--- src/rtl/enigma_pkg.sv ---
// Shared constants, FSM state type and rotor arithmetic helpers for the rotor sequencer.
// Feature macro: ENIGMA_DOUBLE_STEP_EN (consumed by enigma_rotor_stepper).
package enigma_pkg;

    localparam int unsigned ENIGMA_ALPHA  = 26;
    localparam int unsigned ENIGMA_NOTCH0 = 16;
    localparam int unsigned ENIGMA_NOTCH1 = 4;
    localparam int unsigned ENIGMA_NOTCH2 = 21;

    typedef enum logic [1:0] {
        ST_IDLE,
        ST_STEP,
        ST_WAIT,
        ST_HOLD
    } seq_state_t;

    function automatic logic [5:0] wrap_inc(input logic [5:0] v, input int unsigned alpha);
        return (32'(v) + 32'd1 >= alpha) ? '0 : v + 6'd1;
    endfunction

    // Inverse offset seen by the backward path: (alpha - v) mod alpha.
    function automatic logic [5:0] inv_pos(input logic [5:0] v, input int unsigned alpha);
        return (v == '0) ? '0 : 6'(alpha - 32'(v));
    endfunction

    function automatic logic [5:0] clamp_pos(input logic [5:0] v, input int unsigned alpha);
        return (32'(v) < alpha) ? v : '0;
    endfunction

endpackage

--- src/rtl/enigma_rotor_stepper.sv ---
// Combinational next-position and inverse-offset logic for the three rotors.
// ENIGMA_DOUBLE_STEP_EN selects the historical double-step; otherwise a pure odometer.
module enigma_rotor_stepper
    import enigma_pkg::*;
#(
    parameter int unsigned ALPHA  = ENIGMA_ALPHA,
    parameter int unsigned NOTCH0 = ENIGMA_NOTCH0,
    parameter int unsigned NOTCH1 = ENIGMA_NOTCH1
) (
    input  logic [5:0] i_pos0,
    input  logic [5:0] i_pos1,
    input  logic [5:0] i_pos2,
    output logic [5:0] o_next0,
    output logic [5:0] o_next1,
    output logic [5:0] o_next2,
    output logic [5:0] o_inv0,
    output logic [5:0] o_inv1,
    output logic [5:0] o_inv2
);

    logic w_at0;
    logic w_at1;
    logic w_step1;
    logic w_step2;

    always_comb begin
        w_at0 = (32'(i_pos0) == NOTCH0);
        w_at1 = (32'(i_pos1) == NOTCH1);
`ifdef ENIGMA_DOUBLE_STEP_EN
        // Rotor 1 sitting on its notch drags itself and rotor 2 forward.
        w_step1 = w_at0 || w_at1;
        w_step2 = w_at1;
`else
        w_step1 = w_at0;
        w_step2 = w_at1 && w_at0;
`endif
        o_next0 = wrap_inc(i_pos0, ALPHA);
        o_next1 = w_step1 ? wrap_inc(i_pos1, ALPHA) : i_pos1;
        o_next2 = w_step2 ? wrap_inc(i_pos2, ALPHA) : i_pos2;
        o_inv0  = inv_pos(o_next0, ALPHA);
        o_inv1  = inv_pos(o_next1, ALPHA);
        o_inv2  = inv_pos(o_next2, ALPHA);
    end

endmodule

--- src/rtl/enigma_rotor_sequencer.sv ---
// Per-character rotor stepping and handshake controller for the stateless Enigma datapath.
// Stepping rule selected by ENIGMA_DOUBLE_STEP_EN (see enigma_rotor_stepper).
module enigma_rotor_sequencer
    import enigma_pkg::*;
#(
    parameter int unsigned ALPHA  = ENIGMA_ALPHA,
    parameter int unsigned NOTCH0 = ENIGMA_NOTCH0,
    parameter int unsigned NOTCH1 = ENIGMA_NOTCH1,
    parameter int unsigned NOTCH2 = ENIGMA_NOTCH2,
    parameter int unsigned DP_LAT = 1
) (
    input  logic        clk,
    input  logic        rst,
    input  logic        cfg_load,
    input  logic [5:0]  cfg_pos0,
    input  logic [5:0]  cfg_pos1,
    input  logic [5:0]  cfg_pos2,
    input  logic        in_valid,
    output logic        in_ready,
    input  logic [5:0]  in_char,
    output logic        out_valid,
    input  logic        out_ready,
    output logic [5:0]  out_char,
    output logic [5:0]  dp_data_in,
    input  logic [5:0]  dp_data_out,
    output logic [5:0]  r0_positionF,
    output logic [5:0]  r1_positionF,
    output logic [5:0]  r2_positionF,
    output logic [5:0]  r0_positionB,
    output logic [5:0]  r1_positionB,
    output logic [5:0]  r2_positionB,
    output logic [15:0] char_cnt,
    output logic        busy
);

    seq_state_t  r_state;
    logic [5:0]  r_pos0, r_pos1, r_pos2;
    logic [5:0]  r_inv0, r_inv1, r_inv2;
    logic [5:0]  r_dp_in;
    logic [5:0]  r_out_char;
    logic        r_out_valid;
    logic [15:0] r_char_cnt;
    logic [15:0] r_settle;

    logic [5:0]  w_next0, w_next1, w_next2;
    logic [5:0]  w_inv0, w_inv1, w_inv2;
    logic [5:0]  w_ld0, w_ld1, w_ld2;

    enigma_rotor_stepper #(
        .ALPHA  (ALPHA),
        .NOTCH0 (NOTCH0),
        .NOTCH1 (NOTCH1)
    ) u_stepper (
        .i_pos0  (r_pos0),
        .i_pos1  (r_pos1),
        .i_pos2  (r_pos2),
        .o_next0 (w_next0),
        .o_next1 (w_next1),
        .o_next2 (w_next2),
        .o_inv0  (w_inv0),
        .o_inv1  (w_inv1),
        .o_inv2  (w_inv2)
    );

    assign w_ld0 = clamp_pos(cfg_pos0, ALPHA);
    assign w_ld1 = clamp_pos(cfg_pos1, ALPHA);
    assign w_ld2 = clamp_pos(cfg_pos2, ALPHA);

    always_ff @(posedge clk) begin
        if (rst) begin
            r_state     <= ST_IDLE;
            r_pos0      <= '0;
            r_pos1      <= '0;
            r_pos2      <= '0;
            r_inv0      <= '0;
            r_inv1      <= '0;
            r_inv2      <= '0;
            r_dp_in     <= '0;
            r_out_char  <= '0;
            r_out_valid <= 1'b0;
            r_char_cnt  <= '0;
            r_settle    <= '0;
        end else begin
            case (r_state)
                ST_IDLE: begin
                    if (cfg_load) begin
                        r_pos0     <= w_ld0;
                        r_pos1     <= w_ld1;
                        r_pos2     <= w_ld2;
                        r_inv0     <= inv_pos(w_ld0, ALPHA);
                        r_inv1     <= inv_pos(w_ld1, ALPHA);
                        r_inv2     <= inv_pos(w_ld2, ALPHA);
                        r_char_cnt <= '0;
                    end else if (in_valid) begin
                        r_dp_in <= in_char;
                        r_state <= ST_STEP;
                    end
                end
                ST_STEP: begin
                    r_pos0   <= w_next0;
                    r_pos1   <= w_next1;
                    r_pos2   <= w_next2;
                    r_inv0   <= w_inv0;
                    r_inv1   <= w_inv1;
                    r_inv2   <= w_inv2;
                    r_settle <= 16'(DP_LAT);
                    r_state  <= ST_WAIT;
                end
                ST_WAIT: begin
                    // Capture on the edge where the settle count sits at 1.
                    if (r_settle == 16'd1) begin
                        r_out_char  <= dp_data_out;
                        r_out_valid <= 1'b1;
                        r_char_cnt  <= r_char_cnt + 16'd1;
                        r_state     <= ST_HOLD;
                    end else begin
                        r_settle <= r_settle - 16'd1;
                    end
                end
                ST_HOLD: begin
                    if (out_ready) begin
                        r_out_valid <= 1'b0;
                        r_state     <= ST_IDLE;
                    end
                end
                default: r_state <= ST_IDLE;
            endcase
        end
    end

    assign in_ready     = (r_state == ST_IDLE);
    assign busy         = (r_state != ST_IDLE);
    assign out_valid    = r_out_valid;
    assign out_char     = r_out_char;
    assign dp_data_in   = r_dp_in;
    assign r0_positionF = r_pos0;
    assign r1_positionF = r_pos1;
    assign r2_positionF = r_pos2;
    assign r0_positionB = r_inv0;
    assign r1_positionB = r_inv1;
    assign r2_positionB = r_inv2;
    assign char_cnt     = r_char_cnt;

endmodule
--- config.mk ---
export PLATFORM = sky130hd
export DESIGN_NAME = enigma_rotor_sequencer
export DESIGN_NICKNAME = d
export VERILOG_FILES = /design/src/rtl/enigma_pkg.sv /design/src/rtl/enigma_rotor_stepper.sv /design/src/rtl/enigma_rotor_sequencer.sv
export SDC_FILE = /design/constraint.sdc
export NUM_CORES = 1
export LEC_CHECK = 0
export BUFFER_PORTS_ARGS = -buffer_cell sky130_fd_sc_hd__buf_2
export CORE_MARGIN = 10
export CORE_UTILIZATION = 55
export CTS_BUF_LIST = sky130_fd_sc_hd__clkbuf_16
export DETAILED_ROUTE_END_ITERATION = 12
export PLACE_DENSITY = 0.8
export SKIP_LAST_GASP = 1
export SYNTH_ARGS = -nofsm -noshare
export SYNTH_HDL_FRONTEND = slang
export SYNTH_SLANG_ARGS = --single-unit
export TNS_END_PERCENT = 20
--- constraint.sdc ---
create_clock -name clk -period 9.44 [get_ports clk]
set_input_delay 0.944 -clock clk [delete_from_list [all_inputs] [get_ports clk]]
set_output_delay 0.944 -clock clk [all_outputs]
set_load 0.005 [all_outputs]
# Word level (Yosys, flattened, before mapping)
# Index checks and enable logic that the tools add are counted.
[word_totals]
in_bits = 35
out_inout_bits = 67
regBits = 83
[op_classes]
n_addsub = 14
n_mux = 39
order_cmp = 6
reduce_logical = 20
n_bitwise = 1
n_eq_ne = 12
[ops]
columns = ["operator", "count"]
rows = [
  ["6-bit two-way mux", 20],
  ["32-bit by 5-bit >= comparator with 1-bit output (second input constant)", 3],
  ["6-bit one-hot mux with 2 select lines", 6],
  ["16-bit one-hot mux with 2 select lines", 2],
  ["16-bit two-way mux", 3],
  ["6-bit zero test", 6],
  ["5-bit by 6-bit subtractor with 6-bit output (first input constant)", 6],
  ["6-bit by 1-bit adder with 7-bit output (second input constant)", 3],
  ["6-bit by 1-bit adder with 6-bit output (second input constant)", 3],
  ["6-bit by 5-bit < comparator with 1-bit output (second input constant)", 3],
  ["16-bit by 1-bit adder with 16-bit output (second input constant)", 1],
  ["16-bit by 1-bit equality test with 1-bit output (second input constant)", 1],
  ["16-bit by 1-bit subtractor with 16-bit output (second input constant)", 1],
  ["2-bit != test (second input constant)", 6],
  ["2-bit nonzero test", 5],
  ["3-bit AND reduction", 3],
  ["2-bit two-way mux", 4],
  ["2-bit one-hot mux with 4 select lines", 1],
  ["6-bit by 3-bit equality test with 1-bit output (second input constant)", 1],
  ["6-bit by 5-bit equality test with 1-bit output (second input constant)", 1],
  ["2-bit AND reduction", 3],
  ["2-bit equality test (second input constant)", 2],
  ["4-bit AND reduction", 1],
  ["2-bit by 1-bit equality test with 1-bit output (second input constant)", 1],
  ["other kinds (5)", 6],
]

# Longest topological paths before layout
[depth]
depth_word = 7
depth_mapped = 18
mapped_depth_nobuf = 18

# By module
# A second synthesis with hierarchy kept.
[unflattened]
hier_cells = 732
area_unflattened_um2 = 5644.2
[modules_own_cells]
columns = ["module", "area_each_um2", "n_inst", "seq_area_each_um2", "cells_each"]
rows = [
  ["enigma_rotor_sequencer", 4265.3, 1, 1661.6, 526],
  ["enigma_rotor_stepper", 1378.8, 1, 0.0, 206],
]

# Worst setup path after synthesis
# No wires, ideal clock.
[synth_path]
kind = "reg-to-reg"
from = "register r_pos2[1] (netlist: r2_positionF[1])"
to = "register r_inv2[4] (netlist: r2_positionB[4])"
setup_ps = 76
period_less_slack_ps = 3217
path_buffers = 0
path_stages_with_launch = 19
t_arrival_ps = 3142
slack_ps = 6223
path_cell_list = "dfxtp_1 > inv_1 > ha_1 > nor2b_1 > o22ai_1 > a22oi_1 > a21oi_1 > nand2b_1 > o21ai_0 > inv_1 > ha_1 > nor3b_1 > o21ai_0 > o21ai_0 > nand2_1 > nand2_1 > a21o_1 > or3_1 > o22ai_1"
[synth_via]
elab_chain_len = 7
[synth_lines]
columns = ["element", "line_no", "text"]
rows = [
  ["start: declaration", "enigma_rotor_sequencer.sv:37", "logic [5:0] r_pos0, r_pos1, r_pos2;"],
  ["start signal: assignment", "enigma_rotor_sequencer.sv:89", "r_pos2 <= w_ld2;"],
  ["start signal: assignment", "enigma_rotor_sequencer.sv:102", "r_pos2 <= w_next2;"],
  ["6-bit by 1-bit adder with 7-bit output", "enigma_pkg.sv:18", "return (32'(v) + 32'd1 >= alpha) ? '0 : v + 6'd1;"],
  ["32-bit by 5-bit >= comparator with 1-bit output", "enigma_pkg.sv:18", ""],
  ["6-bit two-way mux", "enigma_pkg.sv:18", ""],
  ["6-bit two-way mux (*)", "enigma_rotor_stepper.sv:39", "o_next2 = w_step2 ? wrap_inc(i_pos2, ALPHA) : i_pos2;"],
  ["5-bit by 6-bit subtractor with 6-bit output / 6-bit zero test (equally long branches)", "enigma_pkg.sv:23", "return (v == '0) ? '0 : 6'(alpha - 32'(v));"],
  ["6-bit two-way mux (*)", "enigma_pkg.sv:23", ""],
  ["6-bit one-hot mux with 2 select lines (*)", "enigma_rotor_sequencer.sv:84", "case (r_state)"],
  ["end signal: assignment", "enigma_rotor_sequencer.sv:92", "r_inv2 <= inv_pos(w_ld2, ALPHA);"],
  ["end signal: assignment", "enigma_rotor_sequencer.sv:105", "r_inv2 <= w_inv2;"],
  ["end: declaration", "enigma_rotor_sequencer.sv:38", "logic [5:0] r_inv0, r_inv1, r_inv2;"],
]
# Mark *: on every way between the ends. The rest lies on a longest branch, timed or not.
# A chain may end at the register's enable or synchronous reset.

# Worst setup path in the final report
# Ends and elaborated chain as after synthesis.

==> flow_summary_export.csv <==
group,metric,value,unit
logic_synthesis,yosysTopAreaCell,"dfxtp_1",
grt,grt_max_degree,65,
sta,tns,0,ns
pwr,leakage,0.00260,µW
place,io_buffer_count,101,
clock_tree,cts_sinks,83,
sta,timing.fmax,264,MHz
cells_and_area,stdcell_count,854,
clock_tree,clock_latency,0.34,ns
sta,rsz0062_at_grt,"no",
clock_tree,cts_buffers,9,
detailed_routing,drc,0,
sta,whs,0.456,ns
logic_synthesis,ys_seq_area_share,32.2,%
critical_path,timing.rr.start,"r2_positionF[1]$_SDFFE_PP0P_",
detailed_routing,vias,4981,
cells_and_area,area_growth,17.1,%
sta,min_period,3.79,ns
die,num_rows,35,
grt,grtUsageTotal,19.4,%
detailed_routing,wl_per_cell,16.1,µm
clock_tree,cts_setup_buffers,0,
detailed_routing,routed_via_density,5.83,
logic_synthesis,ys_ff_latch,83,
critical_path,cp-start-kind,"flip-flop",
detailed_routing,firstDrtPassIters,6,
die,core,9200,µm²
clock_tree,clockBufferDepth,2,
detailed_routing,drt_iter0_markers,270,
detailed_routing,ant_nets,0,
hold_path,hold_start,"out_char[5]$_SDFFE_PP0P_",
sta,period_share,40.1,%
place,place_hpwl,9890,µm
sta,tightest_slew,1.07,ns
die,io_pins,102,
sta,max_slew_margin,28.4,%
die,die_width,117,µm
critical_path,arrival,4.04,ns
logic_synthesis,synth_area,5160,µm²
logic_synthesis,synth_ff_type,"dfxtp_1",
cells_and_area,multi_input_area,3250,µm²
die,dieArea,13700,µm²
cells_and_area,fill_cells,791,
logic_synthesis,yosysTopAreaCellShare,32.2,%
hold_path,holdPathStages,2,
logic_synthesis,netlist_instances,653,
sta,slew_viol_final,0,
sta,hold_viol_final,0,
pwr,p_total,1790,µW
logic_synthesis,avgSynthCellArea,7.90,µm²
run,maxCapViolCount,0,
critical_path,path_max_fanout,7,
cells_and_area,drive_gt1_share,19.5,%
critical_path,cp.required,9.70,ns
logic_synthesis,ys_warn_count,0,
pwr,ir_drop,194,µV
cells_and_area,diodes,0,
logic_synthesis,async_flop_share,0,%
grt,antenna_found_initial,0,
grt,grt_pass1_vias,4706,
clock_tree,hold_buffers,0,
clock_tree,cts_tree,"yes",
critical_path,r2r_slack,5.65,ns
hold_path,hold_path_end,"out_char[5]$_SDFFE_PP0P_",
pwr,powerDensity,297,nW/µm²
place,dp_cells,838,
logic_synthesis,synth_edf_count,0,
sta,setup_viol,0,
logic_synthesis,synth_nets,715,
die,start_util,56.1,%
grt,grt_pass1_wl,22100,µm
cells_and_area,final_util,65.6,%
clock_tree,clk_pin_slew,0.07,ns
grt,overflow,0,
critical_path,critPathKind,"flip-flop to flip-flop",
critical_path,end_kind,"flip-flop",
cells_and_area,layout.nets,800,
clock_tree,htreeDepth,3,
hold_path,hold_class,"flip-flop to flip-flop",
die,dieHeight,117,µm
cells_and_area,register_area,1660,µm²
critical_path,r2r_end,"r2_positionB[4]$_SDFFE_PP0P_",
detailed_routing,routed_wl,13700,µm
clock_tree,ctsResizeCount,0,
status,outcome,"finished clean",
logic_synthesis,yosys-top-cells-area,"dfxtp_1, ha_1, nor2_1, nand2_1, a21oi_1",
logic_synthesis,netlist-cell-type-count,68,
critical_path,crit_start,"r2_positionF[1]$_SDFFE_PP0P_",
sta,finClkSkew,0.00698,ns
critical_path,worst-r2r-cell-count,18,
clock_tree,cts_root_buffer,"clkbuf_16",
place,gp_congestion,0.903,
==> metrics by stage <==
stage | setup slack (ns) | instance area [µm²]
finish | 5.65 | 6040
global route | 5.27 | 6040
CTS | 5.72 | 6040
detailed placement | 5.81 | 5710
global placement | 6.01 | 5710
floorplan | 6.22 | 5160
==> state kept, by name, indices dropped and copies added, names as in the netlist <==
register,count
r1_positionB,6
r0_positionF,6
r2_positionB,6
r_settle,16
out_char,6
char_cnt,16
r1_positionF,6
r0_positionB,6
out_valid,1
dp_data_in,6
r2_positionF,6
r_state,2
==> routing by layer <==
layer / global-route usage, % / up-vias / wire length [µm]
met5: 0 / - / 0
met4: 6.18 / 0 / 179
met3: 4.74 / 18 / 1080
met2: 32.0 / 173 / 6310
met1: 24.5 / 2307 / 6150
li1: - / 2483 / -
==> logic make-up (layout without fill, tap and decap cells) <==
kind of cell	Yosys count	in the layout	share of synthesized area, %
buf+inv	64	154	4.88
simple gates	273	273	25.9
flops	83	83	32.2
compound gates	151	151	20.8
fa+ha+maj	27	27	6.55
xor+xnor	41	41	6.96
mux	14	14	2.74
==> layout make-up <==
| type | count | area share, % |
|---|---|---|
| Inverter | 34 | 2.11 |
| Multi-Input combinational cell | 506 | 53.9 |
| Tap cell | 111 | 2.30 |
| Timing Repair Buffer | 104 | 8.75 |
| Clock buffer | 9 | 3.73 |
| Sequential cell | 83 | 27.5 |
| Clock inverter | 7 | 1.72 |
==> synth_stat cells (3+ instances only) <==
cell and n:
or2_2 4, nor2_1 88, nand2b_1 7, and3_1 8
nand2_1 67, buf_2 9, o21ai_0 26, o22ai_1 7
a311oi_1 4, o221ai_1 3, xnor2_1 19, a211oi_1 21
a31oi_1 5, ha_1 27, nand4_1 8, nor3b_1 7
inv_1 34, or4_1 3, nand3b_1 4, or3_1 11
mux2i_1 13, nor3_1 25, dfxtp_1 83, nor2b_1 4
o21a_1 4, and2_1 5, nor4_1 3, a21oi_1 42
clkbuf_1 21, nand3_1 21, xor2_1 22
==> power by group <==
group	internal, µW	total, µW	switching, µW
sequential	428	520	92.2
combinational	342	878	536
clock	236	394	158
total	1010	1790	786
==> worst max-delay path, cell delays in order (launching register included) <==
cell and delay, ns:
dfxtp_1 0.42, inv_1 0.08, ha_1 0.33, nor2b_1 0.19, o22ai_1 0.12, a22oi_1 0.26, a21oi_1 0.15, nand2b_1 0.22
o21ai_0 0.36, inv_1 0.11, ha_1 0.23, nor3b_1 0.14, o21ai_0 0.11, o21ai_0 0.12, nand2_1 0.07, nand2_1 0.04
a21o_1 0.23, or3_1 0.34, o22ai_1 0.18
==> how the worst max path moves through the flow <==
| stage | slack, ns | endpoint | depth (start not counted) |
|---|---|---|---|
| 2_1_floorplan | 6.22 | r2_positionB[4]$_SDFFE_PP0P_ | 18 |
| 3_3_place_gp | 6.01 | r2_positionB[4]$_SDFFE_PP0P_ | 18 |
| 3_5_place_dp | 5.81 | r2_positionB[4]$_SDFFE_PP0P_ | 18 |
| 4_1_cts | 5.72 | r2_positionB[4]$_SDFFE_PP0P_ | 18 |
| 5_1_grt | 5.27 | r2_positionB[1]$_SDFFE_PP0P_ | 18 |
| 6_report | 5.65 | r2_positionB[4]$_SDFFE_PP0P_ | 18 |
==> cell usage in the layout, fill, tap and decap left out, types with 7 or more instances in the layout <==
cell	n
dfxtp_1	83
inv_1	34
nand2b_1	7
nand4_1	8
o21ai_0	25
xor2_1	22
a211oi_1	21
nor3b_1	7
nor3_1	25
nand2_1	67
a21oi_1	42
buf_2	101
nor2_1	88
and3_1	8
or3_1	11
o22ai_1	7
nand3_1	21
clkbuf_16	9
mux2i_1	13
xnor2_1	19
ha_1	27
(Power assumes the default switching activity.)
